--- src/rtl/maze_ram_arbiter.sv ---
// maze_ram_arbiter
// Shares the single-port maze tile RAM between the pixel renderer and the
// game-logic writer, paces game logic with a per-frame tick, and limits the
// number of writes accepted per frame.
//
// Ports
//   clk, clr          pixel clock, asynchronous active-high reset
//   vidon, vsync      VGA timing: active-video flag, vertical sync pulse
//   PixelX, PixelY    active-area pixel coordinate
//   wr_req/addr/data  writer request (held stable until wr_ack)
//   wr_ack, wr_err    request consumed / consumed but dropped (out of range)
//   ram_*             single-port RAM bus (synchronous read, 1-cycle latency)
//   tile_data/valid   tile code for the pixel sampled two clocks earlier
//   frame_tick        one-cycle pulse on vsync rising edge
//   frame_count       frames since reset (wraps)
//   budget_full       MAX_WR writes accepted in the current frame
//   dbg_state_o       arbiter FSM state (BLANK=0, WRITE=1)
//
// Handshake: the writer raises wr_req with wr_addr/wr_data and holds all three
// stable until it sees wr_ack for one cycle; the request is consumed in that
// cycle whether it was written (ram_we=1) or dropped (wr_err=1). A request is
// only granted while vidon is low, the budget is not full, and the previous
// write has finished, so throughput is at most one write every two cycles.

module maze_ram_arbiter #(
  parameter int TILE_SHIFT = 4,
  parameter int COLS       = 50,
  parameter int ROWS       = 38,
  parameter int ADDR_W     = 11,
  parameter int DATA_W     = 4,
  parameter int MAX_WR     = 64
) (
  input  logic              clk,
  input  logic              clr,
  input  logic              vidon,
  input  logic              vsync,
  input  logic [10:0]       PixelX,
  input  logic [10:0]       PixelY,
  input  logic              wr_req,
  input  logic [ADDR_W-1:0] wr_addr,
  input  logic [DATA_W-1:0] wr_data,
  output logic              wr_ack,
  output logic              wr_err,
  output logic [ADDR_W-1:0] ram_addr,
  output logic              ram_we,
  output logic [DATA_W-1:0] ram_wdata,
  input  logic [DATA_W-1:0] ram_rdata,
  output logic [DATA_W-1:0] tile_data,
  output logic              tile_valid,
  output logic              frame_tick,
  output logic [15:0]       frame_count,
  output logic              budget_full,
  output logic [0:0]        dbg_state_o
);

  localparam logic [0:0] BLANK = 1'b0;
  localparam logic [0:0] WRITE = 1'b1;

  localparam int                CNT_W   = $clog2(MAX_WR + 1);
  localparam logic [CNT_W-1:0]  CNT_MAX = CNT_W'(MAX_WR);
  localparam logic [ADDR_W-1:0] N_TILES = ADDR_W'(COLS * ROWS);

  logic [0:0]        state_q, state_d;
  logic [ADDR_W-1:0] ram_addr_q, ram_addr_d;
  logic              ram_we_q, ram_we_d;
  logic [DATA_W-1:0] ram_wdata_q, ram_wdata_d;
  logic              wr_ack_q, wr_ack_d;
  logic              wr_err_q, wr_err_d;
  logic              rd_slot_q, rd_slot_d;   // a read address is on the bus
  logic              rd_pend_q, rd_pend_d;   // RAM is returning that read
  logic [DATA_W-1:0] tile_data_q, tile_data_d;
  logic              tile_valid_q, tile_valid_d;
  logic              vsync_q;
  logic [15:0]       frame_count_q, frame_count_d;
  logic [CNT_W-1:0]  wr_cnt_q, wr_cnt_d;

  logic [ADDR_W-1:0] tile_row, tile_col, rd_addr;
  logic              grant, wr_in_range;

  // Tile index of the current pixel; arithmetic modulo 2^ADDR_W.
  assign tile_row = ADDR_W'(PixelY >> TILE_SHIFT);
  assign tile_col = ADDR_W'(PixelX >> TILE_SHIFT);
  assign rd_addr  = ADDR_W'(tile_row * ADDR_W'(COLS)) + tile_col;

  assign frame_tick  = vsync & ~vsync_q;
  assign budget_full = (wr_cnt_q == CNT_MAX);
  assign wr_in_range = (wr_addr < N_TILES);
  assign grant       = (state_q == BLANK) && wr_req && !vidon && !budget_full;

  always_comb begin
    state_d     = state_q;
    ram_addr_d  = ram_addr_q;   // idle bus holds the last address
    ram_we_d    = 1'b0;
    ram_wdata_d = ram_wdata_q;
    wr_ack_d    = 1'b0;
    wr_err_d    = 1'b0;
    rd_slot_d   = 1'b0;

    if (state_q == WRITE) begin
      // The write occupies this slot: a vidon sample taken now issues no
      // read, which shows up as a tile_valid gap two clocks later.
      state_d = BLANK;
    end else if (grant) begin
      state_d     = WRITE;
      ram_addr_d  = wr_addr;
      ram_wdata_d = wr_data;
      wr_ack_d    = 1'b1;
      ram_we_d    = wr_in_range;
      wr_err_d    = !wr_in_range;
    end else if (vidon) begin
      ram_addr_d = rd_addr;
      rd_slot_d  = 1'b1;
    end
  end

  always_comb begin
    rd_pend_d    = rd_slot_q;
    tile_valid_d = rd_pend_q;
    tile_data_d  = rd_pend_q ? ram_rdata : tile_data_q;

    frame_count_d = frame_tick ? frame_count_q + 16'd1 : frame_count_q;

    // A new frame clears the budget but still counts an ack in the same cycle.
    if (frame_tick) begin
      wr_cnt_d = wr_ack_q ? CNT_W'(1) : '0;
    end else if (wr_ack_q) begin
      wr_cnt_d = wr_cnt_q + CNT_W'(1);
    end else begin
      wr_cnt_d = wr_cnt_q;
    end
  end

  always_ff @(posedge clk or posedge clr) begin
    if (clr) begin
      state_q       <= BLANK;
      ram_addr_q    <= '0;
      ram_we_q      <= 1'b0;
      ram_wdata_q   <= '0;
      wr_ack_q      <= 1'b0;
      wr_err_q      <= 1'b0;
      rd_slot_q     <= 1'b0;
      rd_pend_q     <= 1'b0;
      tile_data_q   <= '0;
      tile_valid_q  <= 1'b0;
      vsync_q       <= 1'b0;
      frame_count_q <= '0;
      wr_cnt_q      <= '0;
    end else begin
      state_q       <= state_d;
      ram_addr_q    <= ram_addr_d;
      ram_we_q      <= ram_we_d;
      ram_wdata_q   <= ram_wdata_d;
      wr_ack_q      <= wr_ack_d;
      wr_err_q      <= wr_err_d;
      rd_slot_q     <= rd_slot_d;
      rd_pend_q     <= rd_pend_d;
      tile_data_q   <= tile_data_d;
      tile_valid_q  <= tile_valid_d;
      vsync_q       <= vsync;
      frame_count_q <= frame_count_d;
      wr_cnt_q      <= wr_cnt_d;
    end
  end

  assign wr_ack      = wr_ack_q;
  assign wr_err      = wr_err_q;
  assign ram_addr    = ram_addr_q;
  assign ram_we      = ram_we_q;
  assign ram_wdata   = ram_wdata_q;
  assign tile_data   = tile_data_q;
  assign tile_valid  = tile_valid_q;
  assign frame_count = frame_count_q;
  assign dbg_state_o = state_q;

endmodule

--- config.mk ---
export PLATFORM = sky130hd
export DESIGN_NAME = maze_ram_arbiter
export DESIGN_NICKNAME = d
export VERILOG_FILES = /design/src/rtl/maze_ram_arbiter.sv
export SDC_FILE = /design/constraint.sdc
export NUM_CORES = 1
export LEC_CHECK = 0
export ABC_AREA = 1
export BUFFER_PORTS_ARGS = -buffer_cell sky130_fd_sc_hd__buf_2
export CAP_MARGIN = 20
export CORE_MARGIN = 1.5
export CORE_UTILIZATION = 56
export DETAILED_ROUTE_END_ITERATION = 12
export PLACE_DENSITY_LB_ADDON = 0.1
export SLEW_MARGIN = 10
export SYNTH_ARGS = -nofsm -noshare
export SYNTH_HDL_FRONTEND = slang
export SYNTH_SLANG_ARGS = --single-unit
--- constraint.sdc ---
create_clock -name clk -period 2.7 [get_ports clk]
set_clock_uncertainty 0.05 [all_clocks]
set_input_delay 0.405 -clock clk [delete_from_list [all_inputs] [get_ports clk]]
set_output_delay 0.405 -clock clk [all_outputs]
set_load 0.05 [all_outputs]
==> impl_metrics.ini, run 1 <==
[drt]
drtIter0Drc = 136
drc = 0
vias = 2650
dr.pass1.iters = 4
routedWlPerCell_um = 12.38
postRouteAntennaNets = 0
wl_um = 6461
vias_per_cell = 5.077

[yosys]
syn-num-nets = 433
synth_top_area_cell = dfrtp_1
yosysUniqueCellTypes = 41
yosysWarnings = 0
ys_ff_latch = 49
synth-edff-count = 0
synth_top_cell_area_share_pct = 40.15
yosys-top-cells-count = nand2_1, dfrtp_1, inv_1
avgSynthCellArea_um2 = 8.579
synth_cells = 356
synth.most_common_cell = nand2_1
synthArstFlopShare_pct = 100.0
synthesis.area_um2 = 3054
yosysSeqAreaShare_pct = 40.15
synth.area.top_cells = dfrtp_1, nand2_1, ha_1
ys.flop_type = dfrtp_1

[power]
peakVddDrop_uv = 435.9
p_per_area_nw_per_um2 = 694.2
p_total_uw = 2699
p_leak_uw = 0.002088

[floorplan]
die_height_um = 76.85
core-area_um2 = 5172
floorplan.io_pins = 88
num_rows = 26
initial_core_util_pct = 59.05
die-area_um2 = 5906
die_w_um = 76.85

[critical_path]
path_common_cell = ha_4
startpoint_type = input pin
worstPathCellList = buf_8, ha_4, ha_4, ha_4, fa_1, ha_4, nand2_2, inv_2, nand4_1, nand3_2, nand2_2, nor2_2, nor2_1, o21ai_1, nand2_1
critPathTopFamily = adder cells
crit_required_ps = 2840
rrSetupSlack_ps = 880
endpoint_kind = register
ff2ff_path_depth = 7
critPathSlowestCell = fa_1
timing.rr.start = wr_cnt_q[0]$_DFFE_PP0P_
crit_path_max_incr_delay_ps = 480
critical_path_arrival_ps = 2710
cp_num_buf_inv = 2
r2r_end = ram_addr[8]$_DFFE_PP0P_
criticalPathCategory = in2reg
cp_max_fo = 3

[sta]
hold_viol = 0
slew_headroom_pct = 73.62
tightest_slew_ps = 395.6
finalMaxSlewViolations = 0
finalCriticalPeriod_ps = 2565
max_freq_ghz = 0.3898
setup_violations = 0
finalCritPeriodShare_pct = 95.01
rsz0062_at_grt = yes

[clocking]
clock_latency_ps = 290
htreeDepth = 2
cts.sinks = 49
path_clk_slew_ps = 90
root_buffer = clkbuf_8
cts_hold_buf = 0
numCtsBuffers = 5
cts_tree = yes
clk_path_buf_depth = 2

[global_route]
antenna_found_initial = 0
grt_pass1_vias = 2552
grt_pass1_wl_um = 11320
overflow = 0
grt_use_total_pct = 23.65
grt_max_degree = 33

[min_path]
hold_class = in2async

[layout]
nets = 528
drive_gt1_share_pct = 30.97
areaGrowthSynthToFinish_pct = 27.28
diodes = 0
layout.cells.non_filler = 522
fill_cells = 391

[place]
dp_hpwl_um = 5180
finalWeightedCongestion = 0.8959
port_buffers = 79
dp.cells = 513

[run_status]
status = complete, no violations

[run]
max_cap_violations = 0
layout make-up:
| cell class | count | area (um^2) | area share, % |
|---|---|---|---|
| flip-flops and latches | 49 | 1226 | 31.54 |
| multi-input cells | 256 | 1767 | 45.45 |
| repair buffers | 91 | 501.7 | 12.91 |
| well taps | 70 | 87.58 | 2.253 |
| clock inverters | 2 | 37.54 | 0.9656 |
| inverters | 48 | 185.2 | 4.763 |
| clock buffers | 6 | 82.58 | 2.124 |
timing repair:
action / 4_1_cts / 5_1_grt
pin swaps: 0 / 10
resized for setup: 1 / 18
buffers inserted: 0 / 1
setup endpoints to repair: 1 / 3
where the power goes:
group	switching, uW	total, uW	leakage [uW]	internal (uW)
logic	815	1220	0.00141	406
clock network	235	536	0.0000574	301
registers	93.3	942	0.000620	849
total	1140	2700	0.00209	1560
flip-flops by register name, indices dropped and copies added, names as in the netlist, 4 cells and up:
name and count:
tile_data 4, ram_wdata 4, ram_addr 11, wr_cnt_q 7, frame_count 16
placed cells by master, fill, tap and decap left out, types with 9 or more instances in the layout:
| master | synthesis | routed |
|---|---|---|
| buf_2 | 1 | 77 |
| a21oi_1 | 10 | 9 |
| buf_4 | 2 | 12 |
| ha_4 | 0 | 10 |
| inv_1 | 43 | 41 |
| xnor2_1 | 10 | 10 |
| nor2_1 | 18 | 17 |
| nand3_1 | 23 | 22 |
| xor2_1 | 9 | 9 |
| nand2_1 | 103 | 101 |
| dfrtp_1 | 49 | 49 |
| ha_1 | 28 | 17 |
per-layer routing:
| layer | track usage, % | vias to the layer above | wire length [um] |
|---|---|---|---|
| met5 | 0 | - | 0 |
| met4 | 7.222 | 0 | 89 |
| met3 | 3.095 | 7 | 253 |
| met2 | 40.80 | 61 | 3365 |
| met1 | 30.81 | 1240 | 2753 |
| li1 | - | 1342 | - |
how the worst max path moves through the flow:
stage / from / endpoint / slack [ps] / cells past startpoint
after CTS: PixelY[6] / ram_addr[10]$_DFFE_PP0P_ / 9 / 16
after floorplan: PixelY[6] / ram_addr[10]$_DFFE_PP0P_ / 5 / 16
after detailed placement: PixelY[6] / ram_addr[10]$_DFFE_PP0P_ / -340 / 17
final: PixelY[6] / ram_addr[9]$_DFFE_PP0P_ / 130 / 15
after global routing: PixelY[6] / ram_addr[9]$_DFFE_PP0P_ / -10 / 15
after global placement: PixelY[6] / ram_addr[10]$_DFFE_PP0P_ / -250 / 17
kinds of logic (layout without fill, tap and decap cells):
logic type	after synthesis	in the layout	share of synthesized area [%]
adders and majority gates	31	31	13.44
AOI/OAI and AO/OA	32	32	6.432
buffers and inverters	51	147	6.718
xor gates and xnor gates	20	20	5.981
muxes	4	4	1.475
and+or+nand+nor	169	169	25.81
DFF	49	49	40.15
metrics by stage:
stage,setup TNS (ps),setup WS (ps),hold WS (ps),area (um^2),util (%)
floorplan,0,5.213,281.2,3119,-
global placement,-850.9,-245.8,288.5,3665,70.85
detailed placement,-1160,-338.8,297.2,3665,70.85
CTS,0,8.626,28.32,3787,73.22
global route,-17.11,-12.04,47.74,3887,75.16
finish,0,134.6,27.12,3887,75.16
Note: power is estimated with default switching activity, not from simulation.
==> run 2, diff against run 1 <==
- ABC_AREA: 1 -> not set
- CORE_UTILIZATION: 56 -> 51
- clock period: 2.7 -> 2.39 ns (I/O delays scaled with it)
==> impl_metrics.ini, run 2 <==
[global_route]
grt_use_total_pct = 21.48
grt_pass1_wl_um = 9266
grt_max_degree = 19
antenna_found_initial = 0
grt_pass1_vias = 2081
overflow = 0

[drt]
routedWlPerCell_um = 13.48
vias_per_cell = 5.145
vias = 2161
postRouteAntennaNets = 0
drtIter0Drc = 115
dr.pass1.iters = 6
wl_um = 5660
drc = 0

[yosys]
ys_ff_latch = 49
ys.flop_type = dfrtp_1
synth.area.top_cells = dfrtp_1, ha_1, xnor2_1
synth_cells = 252
synthArstFlopShare_pct = 100.0
syn-num-nets = 329
synth.most_common_cell = dfrtp_1
synthesis.area_um2 = 2694
synth_top_cell_area_share_pct = 45.52
yosysSeqAreaShare_pct = 45.52
yosysUniqueCellTypes = 41
synth-edff-count = 0
synth_top_area_cell = dfrtp_1
yosysWarnings = 0
avgSynthCellArea_um2 = 10.69
yosys-top-cells-count = dfrtp_1, nand2_1, ha_1

[power]
peakVddDrop_uv = 627.6
p_per_area_nw_per_um2 = 833.7
p_leak_uw = 0.001796

[clocking]
htreeDepth = 2
clk_path_buf_depth = 2
numCtsBuffers = 5
cts.sinks = 49
cts_tree = yes
path_clk_slew_ps = 80
root_buffer = clkbuf_8
cts_setup_buffers = 0
clock_latency_ps = 300

[sta]
slew_headroom_pct = 59.25
hold_viol = 0
finalCritPeriodShare_pct = 103.0
tightest_slew_ps = 606.6
finalMaxSlewViolations = 0
max_freq_ghz = 0.4064
setup_violations = 3
rsz0062_at_grt = yes
finalCriticalPeriod_ps = 2461
setup_slack_ps = -70.89

[place]
finalWeightedCongestion = 0.7708
postPlaceCellArea_um2 = 3405
dp_hpwl_um = 4361
port_buffers = 79
dp.cells = 412

[layout]
fill_cells = 399
final_cell_area_um2 = 3577
nets = 427
diodes = 0
largest_reg_flops = 16
final_cell_mix = buf_2, dfrtp_1, nand2_1
areaGrowthSynthToFinish_pct = 32.79
layout.cells.non_filler = 420
multi_input_area_um2 = 1567
final_common_cell = buf_2
drive_gt1_share_pct = 36.57
register_area_um2 = 1226

[critical_path]
crit_required_ps = 2510
startpoint_type = input pin
critical_path_arrival_ps = 2580
endpoint_kind = register
cp_max_fo = 3
criticalPathCategory = in2reg
rrSetupSlack_ps = 440

[floorplan]
die-area_um2 = 5727
num_rows = 26
die_height_um = 75.68
die_w_um = 75.68
core-area_um2 = 5107
initial_core_util_pct = 52.74
floorplan.io_pins = 88

[run_status]
status = complete, but fails checks
violations = negative setup slack

[min_path]
hold_class = in2reg

[run]
max_cap_violations = 0
## run 2: changes by cell type in the layout (fill, tap and decap cells not counted), sizes merged, moves of 4 or more
cell / delta
nand2: -76
inv: -36
nand3: -17
nor2: -11
xnor2: +10
a21o: +4
a21oi: +4
buf: +4
nor2b: +4
o21bai: -4
## run 2: per-stage QoR
step / power (uW) / util, % / setup slack, ps / setup TNS [ps] / hold WS (ps)
global route: 3165 / 70.04 / -85.76 / -213.3 / 119.6
global placement: 2429 / 66.66 / -369.8 / -1631 / 291.4
detailed placement: 2452 / 66.66 / -411.7 / -1752 / 293.3
floorplan: 2075 / - / -177.2 / -419.9 / 281.2
finish: 2982 / 70.04 / -70.89 / -93.53 / 136.2
CTS: 2987 / 69.62 / -16.72 / -21.11 / 127.5
## run 2: worst max-delay path, stage by stage
cell and delay (ps):
buf_8 100, ha_4 260, ha_4 190, fa_1 520, ha_4 210, a21oi_1 270, o21ai_0 180, xnor2_1 250
xnor2_1 150, o21ai_1 90
## run 2: what timing repair did
item                                   in CTS  in global routing
hold buffers                                1                  0
endpoints found under the hold margin      16                  0
gates resized for setup                    13                  5
cloned                                      0                  0
setup endpoints to repair                   4                  4
pin swaps                                   7                  4
## run 2: power by group
group | internal [uW] | leakage [uW] | switching, uW
Sequential | 974 | 0.000624 | 132
Clock | 230 | 0.0000443 | 256
Combinational | 498 | 0.00113 | 892
Total | 1700 | 0.00180 | 1280
## run 2: final cells by class
class                   count  area share (%)
clock buffers               7           2.413
inverters                  13           1.364
multi-input cells         185           43.79
flip-flops and latches     49           34.28
well taps                  70           2.448
repair buffers             96           15.70
## run 2: kinds of logic after synthesis
| group | count (synthesis) | synth area share (%) |
|---|---|---|
| muxes | 7 | 2.833 |
| adders and majority gates | 31 | 15.23 |
| xor gates and xnor gates | 33 | 10.73 |
| and+or+nand+nor | 73 | 13.28 |
| buffers and inverters | 18 | 2.879 |
| AOI/OAI and AO/OA | 41 | 9.522 |
| DFF | 49 | 45.52 |
## run 2: path summary, 6_finish.rpt
check / start / to / depth (start not counted)
worst min-delay path: vsync / vsync_q$_DFF_PP0_ / 1
min in group asynchronous: clr / frame_count[12]$_DFFE_PP0P_ / 3
max in group asynchronous: clr / wr_cnt_q[1]$_DFFE_PP0P_ / 4
worst max register to register: wr_cnt_q[2]$_DFFE_PP0P_ / ram_addr[1]$_DFFE_PP0P_ / 7
worst min register to register: rd_pend_d$_DFF_PP0_ / rd_pend_q$_DFF_PP0_ / 0
worst max-delay path: PixelY[7] / ram_addr[10]$_DFFE_PP0P_ / 10
## run 2: metal layers
metal	up-vias	routed length, um	track usage, %
li1	1070	-	-
met1	1002	2645	30.08
met2	82	2571	34.02
met3	7	382	5.026
met4	0	60	5.357
met5	-	0	0
==> run 3, diff against run 2 <==
- ABC_AREA: not set -> 1
- CORE_UTILIZATION: 51 -> 52
==> impl_metrics.ini, run 3 (synthesis results as in run 1) <==
[run_status]
status = complete, but fails checks
violations = negative setup slack

[place]
finalWeightedCongestion = 0.7752
postPlaceCellArea_um2 = 3742
port_buffers = 79
dp_hpwl_um = 5308
dp.cells = 520

[drt]
drc = 0
vias_per_cell = 4.983
postRouteAntennaNets = 0
drtIter0Drc = 91
wl_um = 6611
vias = 2636
routedWlPerCell_um = 12.50
dr.pass1.iters = 4

[sta]
tightest_slew_ps = 826.2
rsz0062_at_grt = yes
finalMaxSlewViolations = 0
setup_tns_ps = -389.1
hold_viol = 0
setup_violations = 3
finalCritPeriodShare_pct = 108.1
finalCriticalPeriod_ps = 2583
max_freq_ghz = 0.3872
slew_headroom_pct = 44.84
setup_slack_ps = -192.8

[critical_path]
startpoint_type = input pin
cp_max_fo = 3
endpoint_kind = register
crit_required_ps = 2540
criticalPathCategory = in2reg
critical_path_arrival_ps = 2730

[global_route]
grt_pass1_wl_um = 11300
grt_max_degree = 41
overflow = 0
grt_pass1_vias = 2692
grt_use_total_pct = 22.65
antenna_found_initial = 0

[layout]
nets = 534
final_util_pct = 70.42
final_common_cell = nand2_1
areaGrowthSynthToFinish_pct = 28.51
diodes = 0
largest_reg_flops = 16
final_cell_area_um2 = 3925
layout.cells.non_filler = 529
drive_gt1_share_pct = 34.14
final_cell_mix = nand2_1, buf_2, dfrtp_1

[floorplan]
die-area_um2 = 6343
floorplan.io_pins = 88
die_height_um = 79.64
num_rows = 27
die_w_um = 79.64
initial_core_util_pct = 54.79
core-area_um2 = 5574

[clocking]
cts_tree = yes
path_clk_slew_ps = 90
clk_path_buf_depth = 2
clock_latency_ps = 300
htreeDepth = 2
numCtsBuffers = 5
root_buffer = clkbuf_8
cts.sinks = 49

[run]
max_cap_violations = 0

[power]
peakVddDrop_uv = 543.1
p_leak_uw = 0.002106
p_per_area_nw_per_um2 = 764.5

[min_path]
hold_class = in2async
[run 3: cell count changes in the layout (fill, tap and decap cells not counted), moves of 4 or more]
cell / change
nor2_2: +4
o21bai_1: +4
nand2_2: +11
a21o_1: -4
a21oi_1: -4
nand3_1: +16
xnor2_1: -9
inv_2: +5
inv_1: +30
nand2_1: +64
nor2_4: +4
[run 3: worst max-delay path, stage by stage]
cell      delay, ps
buf_8           100
ha_4            230
ha_4            270
ha_4            200
fa_2            600
ha_4            220
nand2_2          60
inv_2            30
nand4_1          70
nand3_1         110
buf_4           150
xor2_1          130
o21bai_1        140
inv_1            60
[run 3: final timing paths]
path / from / to / slack, ps / depth (start not counted)
setup / recovery: PixelY[6] / ram_addr[7]$_DFFE_PP0P_ / -190 / 14
hold / removal: clr / frame_count[2]$_DFFE_PP0P_ / 160 / 2
setup reg to reg: wr_cnt_q[0]$_DFFE_PP0P_ / ram_addr[8]$_DFFE_PP0P_ / 530 / 7
hold reg to reg: rd_pend_d$_DFF_PP0_ / rd_pend_q$_DFF_PP0_ / 310 / 0
max in group asynchronous: clr / tile_data[3]$_DFFE_PP0P_ / 1520 / 3
min in group clk: vsync / vsync_q$_DFF_PP0_ / 160 / 1
[run 3: metal layers]
layer	global-route usage (%)	wire length, um	share of wire, %	vias to the layer above
li1	-	-	-	1347
met1	25.38	2781	42	1224
met2	42.88	3465	52	55
met3	4.000	280	4.2	10
met4	7.193	83	1.3	0
met5	0	0	0	-
[run 3: stage by stage]
step	hold slack (ps)	power, uW	worst slack (ps)
finish	155.9	3001	-192.8
global route	138.0	3211	-271.1
CTS	140.9	2983	-128.8
detailed placement	291.2	2447	-526.3
global placement	288.3	2414	-472.3
floorplan	281.2	2078	-252.2
[run 3: timing repair]
| action | 4_1_cts | 5_1_grt |
|---|---|---|
| pin swaps | 20 | 10 |
| endpoints found under the setup margin | 4 | 5 |
| endpoints found under the hold margin | 0 | 0 |
| resized for setup | 15 | 11 |
| hold buffers | 0 | 0 |
| setup buffers | 2 | 0 |
[run 3: where the power goes]
group          internal, uW  leakage (uW)  total, uW  switching, uW
clock network           230     0.0000443        491            261
registers               959      0.000620       1070            106
logic                   498       0.00144       1440            946
total                  1690       0.00211       3000           1310
[run 3: layout make-up]
cell class | count | area [um^2]
clock buffer | 7 | 86.33
fill | 469 | 1649
inverter | 48 | 185.2
multi-input combinational | 256 | 1790
sequential | 49 | 1226
tap | 72 | 90.09
timing repair buffer | 97 | 546.8
